**src/rtl/hazard_pkg.sv**
```systemverilog
// rtl/hazard_pkg.sv - shared constants and forwarding helper for the FP-aware hazard unit
package hazard_pkg;

    localparam int REG_W = 5;

    localparam logic [1:0] FWD_RF  = 2'b00;
    localparam logic [1:0] FWD_WB  = 2'b01;
    localparam logic [1:0] FWD_MEM = 2'b10;

    localparam int SRC_A = 0;
    localparam int SRC_B = 1;
    localparam int SRC_C = 2;
    localparam int NSRC  = 3;

    // Integer x0 never forwards; FP f0 is a real register and does.
    function automatic logic [1:0] fwd_sel(
        input logic [REG_W-1:0] rs,
        input logic             is_fp,
        input logic [REG_W-1:0] rd_m,
        input logic             we_m,
        input logic             fwe_m,
        input logic [REG_W-1:0] rd_w,
        input logic             we_w,
        input logic             fwe_w
    );
        logic nz;
        logic m_hit;
        logic w_hit;
        nz    = is_fp | (rs != '0);
        m_hit = nz & (rs == rd_m) & (is_fp ? fwe_m : we_m);
        w_hit = nz & (rs == rd_w) & (is_fp ? fwe_w : we_w);
        if (m_hit) begin
            return FWD_MEM;
        end else if (w_hit) begin
            return FWD_WB;
        end
        return FWD_RF;
    endfunction

endpackage

```
**src/rtl/fp_scoreboard.sv**
```systemverilog
// rtl/fp_scoreboard.sv - per-FP-register countdown scoreboard for in-flight FPU results
module fp_scoreboard
    import hazard_pkg::*;
#(
    parameter int NFREG   = 32,
    parameter int FPU_LAT = 4,
    parameter int CNT_W   = $clog2(FPU_LAT + 1)
) (
    input  logic                       clk,
    input  logic                       reset,
    input  logic                       issue_i,
    input  logic [REG_W-1:0]           issue_rd_i,
    input  logic [NSRC-1:0][REG_W-1:0] src_idx_i,
    input  logic [REG_W-1:0]           dst_idx_i,
    output logic [NSRC-1:0]            src_busy_o,
    output logic                       dst_busy_o,
    output logic                       fpu_busy_o
);

    logic [NFREG-1:0][CNT_W-1:0] cnt_q;
    logic [NFREG-1:0][CNT_W-1:0] cnt_d;
    logic [NFREG-1:0]            nz;

    // Load the issuing destination with the full latency; all others count down to zero.
    always_comb begin
        cnt_d = cnt_q;
        for (int r = 0; r < NFREG; r++) begin
            if (issue_i && (issue_rd_i == REG_W'(r))) begin
                cnt_d[r] = CNT_W'(FPU_LAT);
            end else if (cnt_q[r] != '0) begin
                cnt_d[r] = cnt_q[r] - CNT_W'(1);
            end
        end
    end

    // Counter array; reset clears every pending result, even mid-operation.
    always_ff @(posedge clk) begin
        if (reset) begin
            cnt_q <= '0;
        end else begin
            cnt_q <= cnt_d;
        end
    end

    // Busy lookups for the three Decode sources and the destination, plus global busy.
    always_comb begin
        nz         = '0;
        src_busy_o = '0;
        dst_busy_o = 1'b0;
        for (int r = 0; r < NFREG; r++) begin
            nz[r] = (cnt_q[r] != '0);
        end
        for (int r = 0; r < NFREG; r++) begin
            for (int s = 0; s < NSRC; s++) begin
                if (src_idx_i[s] == REG_W'(r)) begin
                    src_busy_o[s] = src_busy_o[s] | nz[r];
                end
            end
            if (dst_idx_i == REG_W'(r)) begin
                dst_busy_o = dst_busy_o | nz[r];
            end
        end
        fpu_busy_o = |nz;
    end

endmodule

```
**src/rtl/fp_scoreboard_hazard_unit.sv**
```systemverilog
// rtl/fp_scoreboard_hazard_unit.sv - forwarding, load-use, FP scoreboard stall and flush control
module fp_scoreboard_hazard_unit
    import hazard_pkg::*;
#(
    parameter int NFREG         = 32,
    parameter int FPU_LAT       = 4,
    parameter int FPU_PIPELINED = 1,
    parameter int CNT_W         = $clog2(FPU_LAT + 1)
) (
    input  logic             clk,
    input  logic             reset,
    input  logic [REG_W-1:0] Rs1D,
    input  logic [REG_W-1:0] Rs2D,
    input  logic [REG_W-1:0] Rs3D,
    input  logic [REG_W-1:0] RdD,
    input  logic [2:0]       FpSrcD,
    input  logic             FpDstD,
    input  logic             FpuOpD,
    input  logic [REG_W-1:0] Rs1E,
    input  logic [REG_W-1:0] Rs2E,
    input  logic [REG_W-1:0] Rs3E,
    input  logic [REG_W-1:0] RdE,
    input  logic [2:0]       FpSrcE,
    input  logic             FpDstE,
    input  logic [1:0]       ResultSrcE,
    input  logic             PCSrcE,
    input  logic [REG_W-1:0] RdM,
    input  logic             RegWriteM,
    input  logic             FRegWriteM,
    input  logic [REG_W-1:0] RdW,
    input  logic             RegWriteW,
    input  logic             FRegWriteW,
    output logic [1:0]       ForwardAE,
    output logic [1:0]       ForwardBE,
    output logic [1:0]       ForwardCE,
    output logic             StallF,
    output logic             StallD,
    output logic             FlushD,
    output logic             FlushE,
    output logic             lwStall,
    output logic             fpStall,
    output logic             FpuBusy
);

    logic [NSRC-1:0][REG_W-1:0] src_d;
    logic [NSRC-1:0]            src_busy;
    logic                       dst_busy;
    logic                       issue;
    logic                       fpu_serial;
    logic                       unused_result_src_hi;

    assign src_d[SRC_A]         = Rs1D;
    assign src_d[SRC_B]         = Rs2D;
    assign src_d[SRC_C]         = Rs3D;
    assign fpu_serial           = (FPU_PIPELINED == 0);
    assign unused_result_src_hi = ResultSrcE[1];

    // EX-stage operand forwarding, class-aware, Memory ahead of Writeback.
    always_comb begin
        ForwardAE = fwd_sel(Rs1E, FpSrcE[SRC_A], RdM, RegWriteM, FRegWriteM, RdW, RegWriteW, FRegWriteW);
        ForwardBE = fwd_sel(Rs2E, FpSrcE[SRC_B], RdM, RegWriteM, FRegWriteM, RdW, RegWriteW, FRegWriteW);
        ForwardCE = fwd_sel(Rs3E, FpSrcE[SRC_C], RdM, RegWriteM, FRegWriteM, RdW, RegWriteW, FRegWriteW);
    end

    // Load-use: a load in EX feeds a same-class Decode source; Rs3 only counts when it is an FP operand.
    always_comb begin
        logic [NSRC-1:0] hit;
        logic            rd_ok;
        rd_ok = FpDstE | (RdE != '0);
        hit   = '0;
        for (int s = 0; s < NSRC; s++) begin
            hit[s] = (src_d[s] == RdE) & (FpSrcD[s] == FpDstE) & rd_ok;
        end
        hit[SRC_C] = hit[SRC_C] & FpSrcD[SRC_C];
        lwStall    = ResultSrcE[0] & (|hit);
    end

    // Scoreboard stall (RAW, WAW, serial-FPU structural) and the combined pipeline controls.
    always_comb begin
        fpStall = (|(FpSrcD & src_busy))
                | (FpDstD & dst_busy)
                | (FpuOpD & fpu_serial & FpuBusy);
        StallF  = lwStall | fpStall;
        StallD  = lwStall | fpStall;
        FlushD  = PCSrcE;
        FlushE  = lwStall | fpStall | PCSrcE;
        issue   = FpuOpD & ~StallD & ~FlushD;
    end

    fp_scoreboard #(
        .NFREG   (NFREG),
        .FPU_LAT (FPU_LAT),
        .CNT_W   (CNT_W)
    ) u_fp_scoreboard (
        .clk        (clk),
        .reset      (reset),
        .issue_i    (issue),
        .issue_rd_i (RdD),
        .src_idx_i  (src_d),
        .dst_idx_i  (RdD),
        .src_busy_o (src_busy),
        .dst_busy_o (dst_busy),
        .fpu_busy_o (FpuBusy)
    );

endmodule

```
**config.mk**
```make
export PLATFORM = sky130hd
export DESIGN_NAME = fp_scoreboard_hazard_unit
export DESIGN_NICKNAME = d
export VERILOG_FILES = /design/src/rtl/hazard_pkg.sv /design/src/rtl/fp_scoreboard.sv /design/src/rtl/fp_scoreboard_hazard_unit.sv
export SDC_FILE = /design/constraint.sdc
export NUM_CORES = 1
export LEC_CHECK = 0
export ABC_AREA = 1
export ABC_CLOCK_PERIOD_IN_PS = 2880
export CORE_MARGIN = 2
export CORE_UTILIZATION = 55
export CTS_CLUSTER_SIZE = 30
export DETAILED_ROUTE_END_ITERATION = 8
export GPL_ROUTABILITY_DRIVEN = 0
export HOLD_SLACK_MARGIN = 0.06
export PLACE_DENSITY = 0.77
export SETUP_SLACK_MARGIN = 0.5
export SLEW_MARGIN = 15
export SYNTH_ARGS = -nofsm -noshare
export SYNTH_HDL_FRONTEND = slang
export SYNTH_SLANG_ARGS = --single-unit
```
**constraint.sdc**
```tcl
create_clock -name clk -period 2.88 [get_ports clk]
set_clock_uncertainty 0.15 [all_clocks]
set_input_delay 0.288 -clock clk [delete_from_list [all_inputs] [get_ports clk]]
set_output_delay 0.288 -clock clk [all_outputs]
set_load 0.01 [all_outputs]
```
# After elaboration in Yosys (flattened, before gate mapping)
# Index checks and enable logic that the tools add are counted.
# word_totals
input_bits,68
register_bits,96
# op_classes
bitwise,157
n_reduce_logical,139
n_eq_ne,136
muxes,213
add_sub_neg,32
# op_table
op,n
5-bit == test (second input constant),64
3-bit 2-to-1 mux,64
5-bit by 4-bit == test with 1-bit output (second input constant),32
1-bit 2-to-1 mux,140
1-bit bitwise OR,131
3-bit nonzero test,32
3-bit by 1-bit subtractor with 3-bit output (second input constant),32
5-bit by 3-bit == test with 1-bit output (second input constant),16
2-bit nonzero test,32
2-bit OR reduction,32
5-bit == test,9
5-bit by 2-bit == test with 1-bit output (second input constant),8
1-bit logical AND,32
32-bit OR reduction,1
1-bit bitwise AND,23
5-bit by 1-bit == test with 1-bit output (second input constant),4
5-bit logical NOT,4
5-bit nonzero test,4
2-bit 2-to-1 mux,9
3-bit OR reduction,2
3-bit bitwise AND,1
1-bit == test,3
1-bit NOT,2

# Logic depth before layout (Yosys ltp)
# depth
depth_word,73
depth_mapped,19
depth_no_buf,18

# By module
# Synthesis repeated with hierarchy kept, for this count alone.
# unflattened
hier_cells,1284
area_unflattened_um2,7812.5
# modules_own_cells
mod,instances,area_per_inst_um2,seq_area_each_um2,cells_each
fp_scoreboard,1,6926.6,1921.8,1117
fp_scoreboard_hazard_unit,1,885.8,0.0,167

# Worst setup path after synthesis
# OpenSTA, ideal clock, no wires.
# synth_path
path_type,register -> output
start,register u_fp_scoreboard.cnt_q[63] (netlist bit)
end,output port StallF
path_slack_ns,0.311
arrival_time_ns,2.131
n_path_buf,3
path_stages_with_launch,18
cell_sequence,dfxtp_1 > inv_1 > ha_1 > ha_1 > clkbuf_1 > nor2_1 > nand3_1 > nand3_1 > nor2_1 > nand2_1 > nor2_1 > nand2_1 > nand2_1 > nand3_2 > nor3_4 > buf_6 > inv_1 > buf_4
# synth_via
elab_chain_cells,27
# synth_rtl
item,line,source
"start, declared",fp_scoreboard.sv:20,logic [NFREG-1:0][CNT_W-1:0] cnt_q;
"start signal, assigned",fp_scoreboard.sv:41,cnt_q <= cnt_d;
3-bit nonzero test *,fp_scoreboard.sv:51,nz[r] = (cnt_q[r] != '0);
1-bit bitwise OR,fp_scoreboard.sv:56,src_busy_o[s] = src_busy_o[s] | nz[r];
1-bit 2-to-1 mux,fp_scoreboard.sv:55,if (src_idx_i[s] == REG_W'(r)) begin
1-bit bitwise OR,fp_scoreboard.sv:56,
1-bit 2-to-1 mux,fp_scoreboard.sv:55,
1-bit bitwise OR,fp_scoreboard.sv:56,
1-bit 2-to-1 mux,fp_scoreboard.sv:55,
1-bit bitwise OR,fp_scoreboard.sv:56,
[... 11 more ...],n/a,
1-bit bitwise OR,fp_scoreboard.sv:56,
1-bit 2-to-1 mux,fp_scoreboard.sv:55,
1-bit bitwise OR,fp_scoreboard.sv:56,
1-bit 2-to-1 mux,fp_scoreboard.sv:55,
3-bit bitwise AND,fp_scoreboard_hazard_unit.sv:80,fpStall = (|(FpSrcD & src_busy))
3-bit OR reduction,fp_scoreboard_hazard_unit.sv:80,
1-bit bitwise OR *,fp_scoreboard_hazard_unit.sv:81,| (FpDstD & dst_busy)
1-bit bitwise OR *,n/a,
"end, declared",fp_scoreboard_hazard_unit.sv:36,"output logic StallF,"
# Mark *: on every way between the ends. The rest lies on a longest branch, timed or not.

# Worst setup path after layout
# layout_path
start,register u_fp_scoreboard.cnt_q[51] (netlist bit)
end,output port FlushE
# layout_via
elab_chain_cells,36
# layout_rtl
item,line,source
3-bit nonzero test *,fp_scoreboard.sv:51,
1-bit bitwise OR,fp_scoreboard.sv:56,
1-bit 2-to-1 mux,fp_scoreboard.sv:55,
1-bit bitwise OR,fp_scoreboard.sv:56,
1-bit 2-to-1 mux,fp_scoreboard.sv:55,
1-bit bitwise OR,fp_scoreboard.sv:56,
1-bit 2-to-1 mux,fp_scoreboard.sv:55,
1-bit bitwise OR,fp_scoreboard.sv:56,
[... 19 more ...],n/a,
1-bit bitwise OR,fp_scoreboard.sv:56,
1-bit 2-to-1 mux,fp_scoreboard.sv:55,
1-bit bitwise OR,fp_scoreboard.sv:56,
1-bit 2-to-1 mux,fp_scoreboard.sv:55,
3-bit bitwise AND,fp_scoreboard_hazard_unit.sv:80,
3-bit OR reduction,fp_scoreboard_hazard_unit.sv:80,
1-bit bitwise OR *,fp_scoreboard_hazard_unit.sv:81,
1-bit bitwise OR * (2 in series),fp_scoreboard_hazard_unit.sv:86,FlushE = lwStall | fpStall | PCSrcE;
"end, declared",fp_scoreboard_hazard_unit.sv:39,"output logic FlushE,"
# Marks and branches as above.

==> results.ini <==
[yosys]
synth_flop_cell = dfxtp_1
yosysSeqAreaShare_pct = 23.8
synth_nets = 1383
ys_types = 39
synth.top_cell.area_share_pct = 23.8
yosys_warnings = 0
async_flop_share_pct = 0
synthCells = 1220
synth_area_um2 = 8090
synthTopCellsByArea = dfxtp_1 24%, ha_1 15%, nand2_1 11%
avgSynthCellArea_um2 = 6.63
yosys.area.top_type = dfxtp_1
synth_edf_count = 0
synth_seq_cells = 96

[floorplan]
ios = 81
die_y_um = 125
dieWidth_um = 125
initial_core_util_pct = 56.1
core_area_um2 = 14400
die_area_um2 = 15700
num_rows = 44

[routing]
drcViolationCount = 0
viasPerCell = 5.43
drt-total-wl_mm = 23.9
post_drt_wl_per_cell_um = 15.3
drt_pass1_iterations = 5
ant_nets = 0
vias = 8481
drt_iter0_drc = 896

[global_route]
grt_max_degree = 33
grt-ovfl-total = 0
grt_pass1_vias = 8273
grt_pass1_wl_mm = 39.1
grt_util_all_layers_pct = 30.4
antenna_found_initial = 0

[critical_path]
critPathCaptureType = output port
required_ns = 2.44
crit_fanout = 4
arrival_ns = 2.47
rr_worst_depth = 19
crit_type = flip-flop to output port
cp-start-kind = flip-flop

[clock_tree]
cts_buffers = 9
htreeDepth = 3
hold_buffers = 0
clock_path_buffers = 2
cts_sinks = 96
path_clk_slew_ns = 0.07
worstSkewPairLatency_ns = 0.35
cts_tree = yes
cts_root_buf = clkbuf_16

[placed_design]
preCtsSetupSlack_ns = -0.387
placed_area_um2 = 10000
portBuffers = 79
dp_cells = 1534
dp_hpwl_mm = 17.9

[cells_and_area]
fin_cells = 1562
stdcell_area_um2 = 10800
largest_register_ffs = 96
fin_nets = 1537
top_register = u_fp_scoreboard.cnt_q
reg_top3 = u_fp_scoreboard.cnt_q: 96 flops
num_antenna_cells = 0
area_delta_synth_final_pct = 33.7
drive_gt1_share_pct = 22.7

[sta]
period_needed_ns = 2.91
tightest_slew_ns = 0.580
clock.fmax_ghz = 0.344
rsz0062_at_grt = yes
maxSlewViolCount = 0
min_period_over_period_pct = 101
finalSetupViolCount = 3
whs_ns = 0.330
hold_viol_final = 0
slew_headroom_pct = 61.3
layout_setup_ws_ns = -0.0251

[pwr]
p_per_area_nw_per_um2 = 964
leakagePower_uw = 0.00525
max-vdd-ir-drop_uv = 659

[min_path]
hold_path_depth = 4
hp-class = input port to flip-flop

[run_status]
status = finished, violations left
violations = setup timing

[job]
cap_viol_max_count = 0

## metrics by stage
stage / total power [uW] / util [%] / setup TNS [ns]
2_1_floorplan: 6750 / - / 0
3_3_place_gp: 8220 / 69.5 / -21.82
3_5_place_dp: 8410 / 69.5 / -26.14
4_1_cts: 10200 / 73.9 / 0
5_1_grt: 11300 / 74.9 / -4.85
6_report: 10400 / 74.9 / -0.0441
## area by class of cell
type / count / area, um^2
clock buffers: 11 / 233
fillers: 1118 / 3610
flip-flops and latches: 96 / 1930
multi-input cells: 880 / 5970
inverters: 219 / 848
repair buffers: 168 / 1530
well taps: 184 / 230
clock inverters: 4 / 70.1
## critical path: stages (launching register included)
cell and delay [ns]:
dfxtp_2 0.33, inv_2 0.06, ha_4 0.14, ha_4 0.15
clkinvlp_4 0.18, nand4_1 0.14, nand2_1 0.06, nor2_1 0.10
nand2_1 0.06, nor2_1 0.12, nand2_1 0.11, nand2_1 0.10
nand3_2 0.09, nor3_4 0.16, buf_12 0.15, nand2_4 0.04
buf_6 0.12
## cell families (layout without fill, tap and decap cells)
group	Yosys count	after routing	share of synthesized area, %
AND/OR/NAND/NOR	597	597	33.8
flip-flops	96	96	23.8
XOR/XNOR	61	61	6.61
buffers and inverters	244	402	12.0
AO/OA/AOI/OAI	127	127	9.14
adder cells (fa/ha/maj)	95	95	14.7
## synth_stat cells (2+ instances only)
| cell | number |
|---|---|
| nand3_1 | 84 |
| nand2_1 | 240 |
| xor2_1 | 44 |
| buf_1 | 3 |
| nand2_2 | 3 |
| nor3_1 | 20 |
| ha_1 | 95 |
| o22ai_1 | 7 |
| o21ai_0 | 72 |
| buf_6 | 4 |
| inv_2 | 2 |
| inv_1 | 217 |
| nand4_2 | 22 |
| xnor2_1 | 17 |
| a21oi_2 | 19 |
| nor2_1 | 173 |
| clkbuf_1 | 8 |
| nor2_2 | 3 |
| buf_4 | 4 |
| nand4_1 | 36 |
| buf_2 | 5 |
| dfxtp_1 | 96 |
| a21oi_1 | 21 |
| nor4_1 | 10 |
## layer usage
metal / track usage [%] / share of wire [%]
met1: 37.3 / 42
met2: 51.1 / 46
met3: 5.99 / 8.0
met4: 14.7 / 4.7
met5: 0 / 0
## path summary, 6_finish.rpt
check                            start                        end  slack, ns
min reg2reg  u_fp_scoreboard.cnt_q[66]  u_fp_scoreboard.cnt_q[66]       0.37
max reg2reg  u_fp_scoreboard.cnt_q[51]  u_fp_scoreboard.cnt_q[10]       0.01
max          u_fp_scoreboard.cnt_q[51]                     FlushE      -0.03
min                              reset  u_fp_scoreboard.cnt_q[64]       0.33
## cells in the final DEF, fill, tap and decap left out, types with 18 or more instances in the layout
cell type        synthesis  routed
a21oi_2                 19      24
buf_4                    4      80
clkdlybuf4s50_1          0      44
dfxtp_1                 96      86
dlygate4sd2_1            0      19
ha_1                    95      43
ha_4                     0      43
inv_1                  217     165
inv_2                    2      45
nand2_1                240     219
nand2_2                  3      23
nand3_1                 84      84
nand4_1                 36      36
nor2_1                 173     172
nor3_1                  20      18
o21ai_0                 72      71
xor2_1                  44      44
## report_power, final
group | switching, uW | total (uW) | internal, uW
combinational | 4040 | 6830 | 2800
sequential | 351 | 2330 | 1970
clock | 503 | 1260 | 754
## timing repair
action | CTS | global route
buffers inserted | 10 | 2
endpoints found under the setup margin | 108 | 106
cloned | 1 | 0
gates resized for setup | 108 | 46
pin swaps | 29 | 14
Power figures use the tool's default switching activity.
